$ cat config.mk
export PLATFORM = sky130hd
export DESIGN_NAME = pc_sequencer_flat
export DESIGN_NICKNAME = d
export VERILOG_FILES = /design/src/rtl/cpu_types_pkg.sv /design/src/rtl/pc_sequencer_if.sv /design/src/rtl/pc_seq_perf.sv /design/src/rtl/pc_sequencer.sv /design/src/flat_wrapper.sv
export SDC_FILE = /design/constraint.sdc
export NUM_CORES = 1
export LEC_CHECK = 0
export ABC_CLOCK_PERIOD_IN_PS = 3000
export CAP_MARGIN = 10
export CORE_MARGIN = 5
export CORE_UTILIZATION = 40
export DETAILED_ROUTE_END_ITERATION = 6
export PLACE_DENSITY = 0.79
export SLEW_MARGIN = 40
export SYNTH_ARGS = -nofsm -noshare
export SYNTH_HDL_FRONTEND = slang
export SYNTH_SLANG_ARGS = --single-unit
$ cat constraint.sdc
create_clock -name CLK -period 3 [get_ports CLK]
set_input_delay 0.3 -clock CLK [delete_from_list [all_inputs] [get_ports CLK]]
set_output_delay 0.3 -clock CLK [all_outputs]
set_load 0.03 [all_outputs]
$ cat src/rtl/cpu_types_pkg.sv
// Shared CPU types: machine word, PC sequencer states and fetch increment.
// Imported by the fetch-stage PC sequencer slice.
package cpu_types_pkg;

  typedef logic [31:0] word_t;

  typedef enum logic [1:0] {
    RUN,
    REDIR_WAIT,
    HALTED
  } pcseq_state_t;

  localparam word_t PC_INCR = 32'd4;

endpackage

$ cat src/rtl/pc_sequencer_if.sv
// Bus between the PC sequencer, hazard unit, imem interface and PC register.
// PC_SEQ_PERF_EN adds the stall_cycles / redirect_count counter outputs.
interface pc_sequencer_if;
  import cpu_types_pkg::*;

  word_t PC;
  logic  ihit;
  logic  hazard_stall;
  logic  jmp_valid;
  word_t jmp_target;
  logic  br_valid;
  word_t br_target;
  logic  halt;
  word_t next_PC;
  logic  pc_stall;
  logic  iREN;
  logic  flush_if;
  logic  halted;
`ifdef PC_SEQ_PERF_EN
  word_t stall_cycles;
  word_t redirect_count;
`endif

  modport master (
    input  PC, ihit, hazard_stall,
    input  jmp_valid, jmp_target,
    input  br_valid, br_target, halt,
    output next_PC, pc_stall, iREN,
    output flush_if, halted
`ifdef PC_SEQ_PERF_EN
    , stall_cycles, redirect_count
`endif
  );

  modport slave (
    output PC, ihit, hazard_stall,
    output jmp_valid, jmp_target,
    output br_valid, br_target, halt,
    input  next_PC, pc_stall, iREN,
    input  flush_if, halted
`ifdef PC_SEQ_PERF_EN
    , stall_cycles, redirect_count
`endif
  );

endinterface

$ cat src/rtl/pc_seq_perf.sv
// Fetch performance counters: non-halted stall cycles and accepted redirects.
// Only instantiated when PC_SEQ_PERF_EN is defined; both counters wrap.
module pc_seq_perf
  import cpu_types_pkg::*;
(
  input  logic  CLK,
  input  logic  nRST,
  input  logic  stallInc,
  input  logic  redirInc,
  output word_t stall_cycles,
  output word_t redirect_count
);

  word_t stallCnt;
  word_t redirCnt;

  always_ff @(posedge CLK or negedge nRST) begin
    if (!nRST) begin
      stallCnt <= '0;
      redirCnt <= '0;
    end else begin
      if (stallInc) stallCnt <= stallCnt + 32'd1;
      if (redirInc) redirCnt <= redirCnt + 32'd1;
    end
  end

  assign stall_cycles   = stallCnt;
  assign redirect_count = redirCnt;

endmodule

$ cat src/rtl/pc_sequencer.sv
// Fetch-stage PC sequencer: next-PC select, redirect hold and halt FSM.
// Optional PC_SEQ_PERF_EN adds the pc_seq_perf counter block.
module pc_sequencer
  import cpu_types_pkg::*;
#(
  parameter word_t RESET_PC = '0
) (
  input logic           CLK,
  input logic           nRST,
  pc_sequencer_if.master bus
);

  pcseq_state_t state, nextState;
  word_t        pendTarget, nextPend;
  word_t        seqPc, redirTarget;
  logic         redirReq, redirAcc;

  assign seqPc       = bus.PC + PC_INCR;
  assign redirReq    = bus.br_valid |
                       (bus.jmp_valid & ~bus.hazard_stall);
  assign redirTarget = bus.br_valid ? bus.br_target
                                    : bus.jmp_target;

  always_comb begin
    nextState    = state;
    nextPend     = pendTarget;
    redirAcc     = 1'b0;
    bus.next_PC  = seqPc;
    bus.pc_stall = 1'b0;
    bus.iREN     = 1'b1;
    bus.flush_if = 1'b0;
    unique case (state)
      RUN: begin
        if (redirReq) begin
          redirAcc     = 1'b1;
          bus.flush_if = 1'b1;
          if (bus.ihit) begin
            bus.next_PC = redirTarget;
          end else begin
            nextPend     = redirTarget;
            bus.pc_stall = 1'b1;
            nextState    = REDIR_WAIT;
          end
        end else if (bus.halt) begin
          bus.pc_stall = 1'b1;
          nextState    = HALTED;
        end else begin
          bus.pc_stall = ~(bus.ihit & ~bus.hazard_stall);
        end
      end
      REDIR_WAIT: begin
        // the in-flight fetch is wrong-path; only a newer branch matters
        bus.flush_if = 1'b1;
        if (bus.br_valid) begin
          nextPend = bus.br_target;
          redirAcc = 1'b1;
        end
        bus.next_PC = nextPend;
        if (bus.ihit) nextState = RUN;
        else bus.pc_stall = 1'b1;
      end
      HALTED: begin
        bus.iREN     = 1'b0;
        bus.pc_stall = 1'b1;
      end
      default: nextState = RUN;
    endcase
  end

  always_ff @(posedge CLK or negedge nRST) begin
    if (!nRST) begin
      state      <= RUN;
      pendTarget <= RESET_PC;
      bus.halted <= 1'b0;
    end else begin
      state      <= nextState;
      pendTarget <= nextPend;
      bus.halted <= (nextState == HALTED);
    end
  end

`ifdef PC_SEQ_PERF_EN
  pc_seq_perf uPerf (
    .CLK            (CLK),
    .nRST           (nRST),
    .stallInc       (bus.pc_stall & (state != HALTED)),
    .redirInc       (redirAcc),
    .stall_cycles   (bus.stall_cycles),
    .redirect_count (bus.redirect_count)
  );
`else
  logic unusedRedirAcc;
  assign unusedRedirAcc = redirAcc;
`endif

endmodule

$ cat src/flat_wrapper.sv
// flat-port wrapper written by rule: the top's interface ports become plain ports
module pc_sequencer_flat import cpu_types_pkg::*;
#(
  parameter word_t RESET_PC = '0
)
  (CLK, nRST, bus_PC, bus_ihit, bus_hazard_stall, bus_jmp_valid, bus_jmp_target, bus_br_valid, bus_br_target, bus_halt, bus_next_PC, bus_pc_stall, bus_iREN, bus_flush_if, bus_halted);
  pc_sequencer_if bus_i ();
  input logic CLK;
  input logic nRST;
  input wire logic [$bits(bus_i.PC)-1:0] bus_PC;
  input wire logic [$bits(bus_i.ihit)-1:0] bus_ihit;
  input wire logic [$bits(bus_i.hazard_stall)-1:0] bus_hazard_stall;
  input wire logic [$bits(bus_i.jmp_valid)-1:0] bus_jmp_valid;
  input wire logic [$bits(bus_i.jmp_target)-1:0] bus_jmp_target;
  input wire logic [$bits(bus_i.br_valid)-1:0] bus_br_valid;
  input wire logic [$bits(bus_i.br_target)-1:0] bus_br_target;
  input wire logic [$bits(bus_i.halt)-1:0] bus_halt;
  output wire logic [$bits(bus_i.next_PC)-1:0] bus_next_PC;
  output wire logic [$bits(bus_i.pc_stall)-1:0] bus_pc_stall;
  output wire logic [$bits(bus_i.iREN)-1:0] bus_iREN;
  output wire logic [$bits(bus_i.flush_if)-1:0] bus_flush_if;
  output wire logic [$bits(bus_i.halted)-1:0] bus_halted;
  assign bus_i.PC = bus_PC;
  assign bus_i.ihit = bus_ihit;
  assign bus_i.hazard_stall = bus_hazard_stall;
  assign bus_i.jmp_valid = bus_jmp_valid;
  assign bus_i.jmp_target = bus_jmp_target;
  assign bus_i.br_valid = bus_br_valid;
  assign bus_i.br_target = bus_br_target;
  assign bus_i.halt = bus_halt;
  assign bus_next_PC = bus_i.next_PC;
  assign bus_pc_stall = bus_i.pc_stall;
  assign bus_iREN = bus_i.iREN;
  assign bus_flush_if = bus_i.flush_if;
  assign bus_halted = bus_i.halted;
  pc_sequencer #(.RESET_PC(RESET_PC)) u_core (.CLK(CLK), .nRST(nRST), .bus(bus_i));
endmodule
# --- Word-level counts from Yosys, hierarchy flattened ---
# Cells that the tools add are included.
# Widths: inputs -> output; s select.
totals:
  out_inout_bits: 36
  latchBits: 0
  regBits: 35
  mem_bits_ro: 0
  n_memories: 0
  ramBits: 0
classes:
  shift: 0
  muxes: 20
  magnitude_cmp: 0
  add_sub_neg: 1
  div_mod_pow: 0
  n_eq_ne: 5
  n_mul: 0
  reduce_logical: 3
  n_bitwise: 5
ops:
  columns: ["cell", "count"]
  rows:
  - ["$mux 32", 6]
  - ["$pmux 32 s2", 2]
  - ["$add 32x3->32 const B", 1]
  - ["$mux 2", 4]
  - ["$pmux 2 s3", 1]
  - ["$mux 1", 5]
  - ["$eq 2x2->1 const B", 2]
  - ["$pmux 1 s3", 1]
  - ["$reduce_and 3->1", 1]
  - ["$and 1x1->1", 2]
  - ["$eq 2x1->1 const B", 1]
  - ["$logic_not 2->1", 1]
  - ["$ne 2x1->1 const B", 1]
  - ["$ne 2x2->1 const B", 1]
  - ["$not 1->1", 2]
  - ["$pmux 1 s2", 1]
  - ["$reduce_bool 2->1", 1]
  - ["$or 1x1->1", 1]

# --- Logic depth before layout (Yosys ltp) ---
# Gate-level depths: netlist (run 1).
logic_depth:
  depth_word: 6
  ltp_mapped: 7
  depth_no_buf: 6

# --- Worst setup path after synthesis (run 1) ---
# No wires, ideal clock.
synth_path:
  kind: "flip-flop to output port"
  startpoint: "register u_core.state[0]"
  endpoint: "output bus_next_PC[4]"
  slack_ps: 687
  arrival_ps: 2013
  path_stages_with_launch: 6
  required_time_ps: 2700
  path_cell_list: "dfrtp_1 > or3b_1 > a21oi_4 > buf_6 > a22oi_1 > o21ai_0"
synth_between:
  elab_chain_len: 2
  word_cells_on_any_way: 3
  cone_classes: "eq/ne: 1; mux: 1; reduce/logical: 1"
synth_lines:
  columns: ["element", "line_no", "rtl"]
  rows:
  - ["start: declaration", "pc_sequencer.sv:13", "pcseq_state_t state, nextState;"]
  - ["start signal: assignment", "pc_sequencer.sv:76", "state <= nextState;"]
  - ["$eq 2x1->1 or $logic_not 2->1 (tied branches)", "pc_sequencer.sv:32", "unique case (state)"]
  - ["$pmux 32 s2 *", "pc_sequencer.sv:32", null]
  - ["end: declaration", "flat_wrapper.sv:18", "output wire logic [$bits(bus_i.next_PC)-1:0] bus_next_PC;"]
# Every way passes the cells marked *; elsewhere a longest branch is shown, timed or not.

# --- Worst setup path in the final report (run 1) ---
layout_path:
  startpoint: "input bus_ihit"
  endpoint: "output bus_next_PC[7]"
layout_between:
  elab_chain_len: 3
layout_lines:
  columns: ["element", "line_no", "rtl"]
  rows:
  - ["start: declaration", "flat_wrapper.sv:11", "input wire logic [$bits(bus_i.ihit)-1:0] bus_ihit;"]
  - ["$mux 32", "pc_sequencer.sv:37", "if (bus.ihit) begin"]
  - ["$mux 32", "pc_sequencer.sv:34", "if (redirReq) begin"]
  - ["$pmux 32 s2", "pc_sequencer.sv:32", null]
# Every way passes these cells.

==> impl_metrics.tcl, run 1 <==
set metrics [dict create \
    run_status "complete, no violations" \
    clock_skew_ps 7.32 \
    start_kind "input port" \
    worst-path-max-fanout 28 \
    reg2reg_depth 6 \
    ys_seq_area_share_pct 26.9 \
    start_util_pct 40.3 \
    remaining_drc_errors 0 \
    final_max_slew_viol_count 0 \
    final_count_of_negative_setup_slack_endpoints 0 \
    grt_setup_unrepaired "no" \
    diodes 0 \
    antenna_violations_before_repair 0 \
    postRouteWirelength_um 12800 \
    met1_track_usage_gr_pct 31.0 \
    drt-wirelength-per-cell_um 20.0 \
    final_period_minus_worst_setup_slack_ps 2910 \
    grt_max_degree 37 \
    globalRouteMet2Util_pct 42.0 \
    yosys_register_bits 35 \
    reg_to_reg_slack_setup_ps 1000 \
    placedCellCount 632 \
    setup_tns_ps 0 \
    timing.critical_path.to "bus_next_PC[7]" \
    fin_hold_ws_ps 493 \
    timing_worst_slew_pin_value_ps 554 \
    synth-main-ff-cell "sky130_fd_sc_hd__dfrtp_1" \
    cts_made_buffers 5 \
    num_rows 33 \
    clock_sink_count 35 \
    tritonroute_pass_1_iters 5 \
    ys_async_sr_fraction_pct 100 \
    cts_max_level 2 \
    drt-initial-drc-count 374 \
    final_hold_viol_count 0 \
    io_buffers 138 \
    io_pins 139 \
    postSynthAreaPerCell_um2 8.36 \
    timing.critical_path.required_ps 2700 \
    grt.total_usage_pct 24.7 \
    dp_hpwl_um 9330 \
    dieWidth_um 100 \
    netlist_instances 390 \
    power.density_nw_per_um2 574 \
    grt_pass1_wl_um 19900 \
    worstSetupEndpointType "primary output" \
    synth-edff-count 0 \
    slew_headroom_pct 63.1 \
    timing.setup.critical_path_class "in -> out" \
    finish.cell_count_without_fillers 641 \
    clkTransAtPathRegs_ps 80 \
    clkLatencyLatePin_ps 300 \
    cts_tree "yes" \
    final_area_um2 5020 \
    grt_busiest_layer "met2" \
    post_cts.repair.setup_buffers 0 \
    layout-area-overhead-vs-synth_pct 54.0 \
    r2r-start "u_core.state[1]" \
    power_leakage_nw 1.86 \
    ctsRootBufferMaster "sky130_fd_sc_hd__clkbuf_8" \
    dieHeight_um 100 \
    ctsLongestPathBuffers 2 \
    layout.nets 639 \
    launching_element_of_the_worst_setup_path "bus_ihit" \
    crit-reg2reg-capture "u_core.pendTarget[10]" \
    floorplan.die_area_um2 10100 \
    power_mw 2.88 \
    synth_cell_type_count 44 \
    max-vdd-ir-drop_uv 298 \
    first_global_vias 3988 \
    post_drt_via_cell_ratio 6.24 \
    min_period_over_period_pct 96.9 \
    drive_gt1_share_pct 19.0 \
    multi_input_comb_area_um2 2210 \
    synth_nets 494 \
    ys.warnings.count 0 \
    place.gp.congestion 0.894 \
    drv.max_cap_violation_count 0 \
    worst_hold_class "in -> async" \
    detailed_place.area_um2 4840 \
    grt.overflow.total 0 \
    use_met3_pct 5.00 \
    sequential_cell_area_um2 876 \
    design.core.area_um2 8090 \
    vias 3997 \
    final_antenna_net_count 0 \
    final.fill_count 721 \
    critical_path_arrival_ps 2610 \
    syn-cell-area_um2 3260 \
    max_clock_freq_mhz 344 \
]
==> worst min path at each step <==
stage                     startpoint                    to  cells past startpoint
after detailed placement        nRST  u_core.pendTarget[6]                      1
after CTS                       nRST  u_core.pendTarget[4]                      1
final                           nRST  u_core.pendTarget[6]                      2
after floorplan                 nRST     u_core.bus.halted                      0
after global placement          nRST  u_core.pendTarget[6]                      1
after global routing            nRST  u_core.pendTarget[4]                      2
==> state kept, by name (all words and copies together) (netlist names) <==
name,cells
u_core.state,2
u_core.pendTarget,32
u_core.bus.halted,1
==> synth_stat cells, drive strengths merged (2+ instances only) <==
library cell  number  share of area [%]
a22oi             33                7.6
nand4             12                2.3
o221ai            20                5.4
mux2               3                1.0
buf               20                4.0
nor4               2               0.58
xnor2             13                3.5
dfrtp             35                 27
xor2              15                4.0
o21ai             13                2.0
a22o               2               0.54
a221o              2               0.61
nor2              21                2.4
clkbuf            14                1.6
nand2             33                3.8
and2               2               0.38
o22ai             62                 18
a32oi              3               0.81
a21oi             42                6.8
nor3               7                1.4
nand2b             3               0.81
inv                6               0.69
and3               2               0.38
nand3             14                2.1
==> cell type report <==
type / instances / share of cell area, %
Multi-Input combinational cell: 315 / 43.9
Timing Repair Buffer: 172 / 32.9
Sequential cell: 35 / 17.4
Tap cell: 105 / 2.61
Clock buffer: 5 / 1.37
Clock inverter: 3 / 1.34
Inverter: 6 / 0.448
==> cells by family (layout without fill, tap and decap cells) <==
family	count (synthesis)	after routing	synth area share, %
compound gates	182	182	42.6
simple gates	101	101	15.3
buf+inv	40	186	6.25
flops	35	35	26.9
xor+xnor	28	28	7.52
mux	3	3	1.04
fa+ha+maj	1	1	0.384
==> layer usage <==
metal / share of wire [%] / routed length, µm / vias up
li1: - / - / 1825
met1: 40 / 5120 / 1914
met2: 49 / 6340 / 236
met3: 8.0 / 1030 / 22
met4: 2.5 / 320 / 0
met5: 0 / 0 / -
==> power by group <==
| group | total, mW | leakage (nW) | switching, mW | internal, mW |
|---|---|---|---|---|
| Sequential | 0.874 | 0.391 | 0.194 | 0.680 |
| Combinational | 1.49 | 1.41 | 0.822 | 0.665 |
| Clock | 0.524 | 0.0644 | 0.192 | 0.332 |
==> per-stage QoR <==
stage          worst slack (ps)  util, %
3_3_place_gp               41.3     59.8
3_5_place_dp               32.6     59.8
6_report                   92.7     62.1
5_1_grt                    3.90     62.1
2_1_floorplan               687        -
4_1_cts                    26.9     61.4
==> repair_timing <==
action / 4_1_cts / 5_1_grt
hold buffers: 0 / 1
endpoints found under the hold margin: 0 / 27
setup endpoints to repair: 0 / 11
gates resized for setup: 0 / 12
==> critical path: stages <==
cell	delay, ps
sky130_fd_sc_hd__clkdlybuf4s50_1	480
sky130_fd_sc_hd__or3b_1	410
sky130_fd_sc_hd__a21oi_4	150
sky130_fd_sc_hd__buf_12	200
sky130_fd_sc_hd__a22oi_1	110
sky130_fd_sc_hd__o221ai_1	230
sky130_fd_sc_hd__clkdlybuf4s50_1	720
==> layout by cell type (no fill, tap or decap), types with 10 or more instances in the layout <==
master                            count
sky130_fd_sc_hd__dlymetal6s2s_1      11
sky130_fd_sc_hd__o22ai_1             32
sky130_fd_sc_hd__dfrtp_1             35
sky130_fd_sc_hd__o221ai_1            20
sky130_fd_sc_hd__o21ai_0             10
sky130_fd_sc_hd__a21oi_1             41
sky130_fd_sc_hd__xor2_1              15
sky130_fd_sc_hd__nand4_1             12
sky130_fd_sc_hd__clkdlybuf4s50_1    111
sky130_fd_sc_hd__xnor2_1             13
sky130_fd_sc_hd__nand2_1             32
sky130_fd_sc_hd__nor2_1              21
sky130_fd_sc_hd__o22ai_2             30
sky130_fd_sc_hd__buf_4               47
sky130_fd_sc_hd__a22oi_1             33
sky130_fd_sc_hd__nand3_1             14
No activity file was read; power rests on OpenSTA's default activity.
==> run 2, diff against run 1 <==
--- a/config.mk
+++ b/config.mk
@@ -10,6 +10,7 @@
 export CORE_MARGIN = 5
 export CORE_UTILIZATION = 40
 export DETAILED_ROUTE_END_ITERATION = 6
+export GPL_TIMING_DRIVEN = 0
 export PLACE_DENSITY = 0.79
 export SLEW_MARGIN = 40
 export SYNTH_ARGS = -nofsm -noshare
==> run 2 against run 1 <==
Routed wire length rose by 9.0%. Via count rose by 5.0%. Core utilization fell by 0.66 points. Global-route usage rose by 1.6 points. Power fell by 1.8%. Clock skew fell by 0.61 ps. Sequential share of layout area rose by 0.19 points. Worst setup slack got worse by 52 ps. First-iteration DRC count rose by 34%. Non-clock buffer count rose by 5. Sequential cell count did not move. Critical path type unchanged.
==> impl_metrics.tcl, run 2 (synthesized netlist as in run 1, its figures left out) <==
set metrics [dict create \
    layout-area-overhead-vs-synth_pct 52.4 \
    detailed_place.area_um2 4780 \
    slew_headroom_pct 44.2 \
    start_util_pct 40.3 \
    sequential_cell_area_um2 876 \
    power_leakage_nw 1.83 \
    remaining_drc_errors 0 \
    grt.total_usage_pct 26.3 \
    final_period_minus_worst_setup_slack_ps 2960 \
    post_placement_worst_setup_slack_ps -451 \
    timing.critical_path.required_ps 2700 \
    grt_max_degree 36 \
    critical_path_arrival_ps 2660 \
    io_pins 139 \
    grt.overflow.total 0 \
    drt-initial-drc-count 502 \
    reg_to_reg_slack_setup_ps 990 \
    ctsRootBufferMaster "sky130_fd_sc_hd__clkbuf_8" \
    vias 4198 \
    post-route-worst-setup-slack_ps 40.2 \
    io_buffers 138 \
    max-vdd-ir-drop_uv 289 \
    place.gp.congestion 0.918 \
    cts_made_buffers 5 \
    leading_registers_by_flop_count "u_core.pendTarget: 32 flops, u_core.state: 2 flops, u_core.bus.halted: 1 flops" \
    final.fill_count 714 \
    power.density_nw_per_um2 570 \
    clkLatencyLatePin_ps 290 \
    dieWidth_um 100 \
    design.core.area_um2 8090 \
    tritonroute_pass_1_iters 6 \
    cts_tree "yes" \
    drive_gt1_share_pct 15.2 \
    largest_register_ff_count 32 \
    clkTransAtPathRegs_ps 70 \
    timing.setup.critical_path_class "in -> out" \
    first_global_vias 4143 \
    final_max_slew_viol_count 0 \
    num_rows 33 \
    postRouteWirelength_um 14000 \
    post_drt_via_cell_ratio 6.50 \
    ctsLongestPathBuffers 2 \
    diodes 0 \
    final_count_of_negative_setup_slack_endpoints 0 \
    worst-path-max-fanout 10 \
    run_status "complete, no violations" \
    fin_hold_ws_ps 510 \
    worstSetupEndpointType "primary output" \
    start_kind "input port" \
    min_period_over_period_pct 98.7 \
    worst_hold_class "in -> async" \
    drv.max_cap_violation_count 0 \
    drt-wirelength-per-cell_um 21.6 \
    mostFrequentLayoutCell "sky130_fd_sc_hd__clkdlybuf4s50_1" \
    floorplan.die_area_um2 10100 \
    grt_pass1_wl_um 21100 \
    layout_common_cells "108 x sky130_fd_sc_hd__clkdlybuf4s50_1, 41 x sky130_fd_sc_hd__a21oi_1, 35 x sky130_fd_sc_hd__dfrtp_1" \
    final_hold_viol_count 0 \
    final_area_um2 4970 \
    timing_worst_slew_pin_value_ps 837 \
    layout.nets 644 \
    dieHeight_um 100 \
    multi_input_comb_area_um2 2220 \
    max_clock_freq_mhz 338 \
    antenna_violations_before_repair 0 \
    dp_hpwl_um 10400 \
    final_antenna_net_count 0 \
    clock_skew_ps 6.71 \
    largest-register "u_core.pendTarget" \
    cts_max_level 2 \
    clock_sink_count 35 \
]
==> run 2: cell types whose count changed in the layout (fill, tap and decap cells not counted), moves of 3 or more <==
cell                              previous run  this run
sky130_fd_sc_hd__buf_2                       0        13
sky130_fd_sc_hd__buf_4                      47         5
sky130_fd_sc_hd__buf_6                       0         5
sky130_fd_sc_hd__clkbuf_1                    0         9
sky130_fd_sc_hd__clkbuf_2                    0         4
sky130_fd_sc_hd__clkdlybuf4s15_1             0         3
sky130_fd_sc_hd__clkdlybuf4s50_1           111       108
sky130_fd_sc_hd__dlygate4sd2_1               0        17
sky130_fd_sc_hd__dlymetal6s2s_1             11         8
==> run 2: timing repair <==
action,CTS,global route
hold buffers,1,0
gates resized for setup,31,18
setup buffers,4,0
endpoints found under the setup margin,31,14
pin swaps,1,0
endpoints found under the hold margin,35,0
==> run 2: per-layer routing <==
layer	part of all wire, %	vias up	track usage [%]
met5	0	-	0
met1	37	1955	33.8
met4	4.8	0	13.3
met2	47	349	41.6
met3	11	55	5.77
li1	-	1839	-
==> run 2: worst paths after layout <==
| path | from | endpoint | depth (start not counted) |
|---|---|---|---|
| min in group CLK | u_core.pendTarget[23] | u_core.pendTarget[23] | 1 |
| max in group asynchronous | nRST | u_core.pendTarget[3] | 2 |
| worst max register to register | u_core.state[0] | u_core.pendTarget[2] | 5 |
| worst max-delay path | bus_ihit | bus_next_PC[4] | 7 |
| worst min-delay path | nRST | u_core.pendTarget[6] | 2 |
| worst min register to register | u_core.pendTarget[23] | u_core.pendTarget[23] | 1 |
==> run 2: worst max-delay path: stages <==
cell and delay [ps]:
sky130_fd_sc_hd__clkdlybuf4s50_1 550, sky130_fd_sc_hd__or3b_1 430, sky130_fd_sc_hd__a21oi_4 240, sky130_fd_sc_hd__buf_6 190, sky130_fd_sc_hd__a22oi_1 90, sky130_fd_sc_hd__o21ai_0 160
sky130_fd_sc_hd__clkdlybuf4s50_1 700
==> run 2: cell type report <==
class / instances / area share [%]
sequential: 35 / 17.6
inverter: 6 / 0.453
timing repair buffer: 143 / 28.4
tap: 105 / 2.64
multi-input combinational: 315 / 44.6
clock inverter: 2 / 0.705
clock buffer: 6 / 1.66
buffer: 34 / 3.88
==> run 2: metrics by stage <==
| stage | setup TNS [ps] | total power, mW | utilization [%] | std cells |
|---|---|---|---|---|
| floorplan | 0 | 1.75 | - | 390 |
| global placement | -10230 | 2.33 | 59.0 | 633 |
| detailed placement | -10900 | 2.37 | 59.0 | 633 |
| CTS | 0 | 2.81 | 61.0 | 646 |
| global route | -22.5 | 2.97 | 61.4 | 646 |
| finish | 0 | 2.83 | 61.4 | 646 |
==> run 2: where the power goes <==
group	internal, mW	total, mW	switching, mW
Clock	0.269	0.458	0.189
Sequential	0.680	0.886	0.206
Combinational	0.637	1.49	0.852
Total	1.59	2.83	1.25
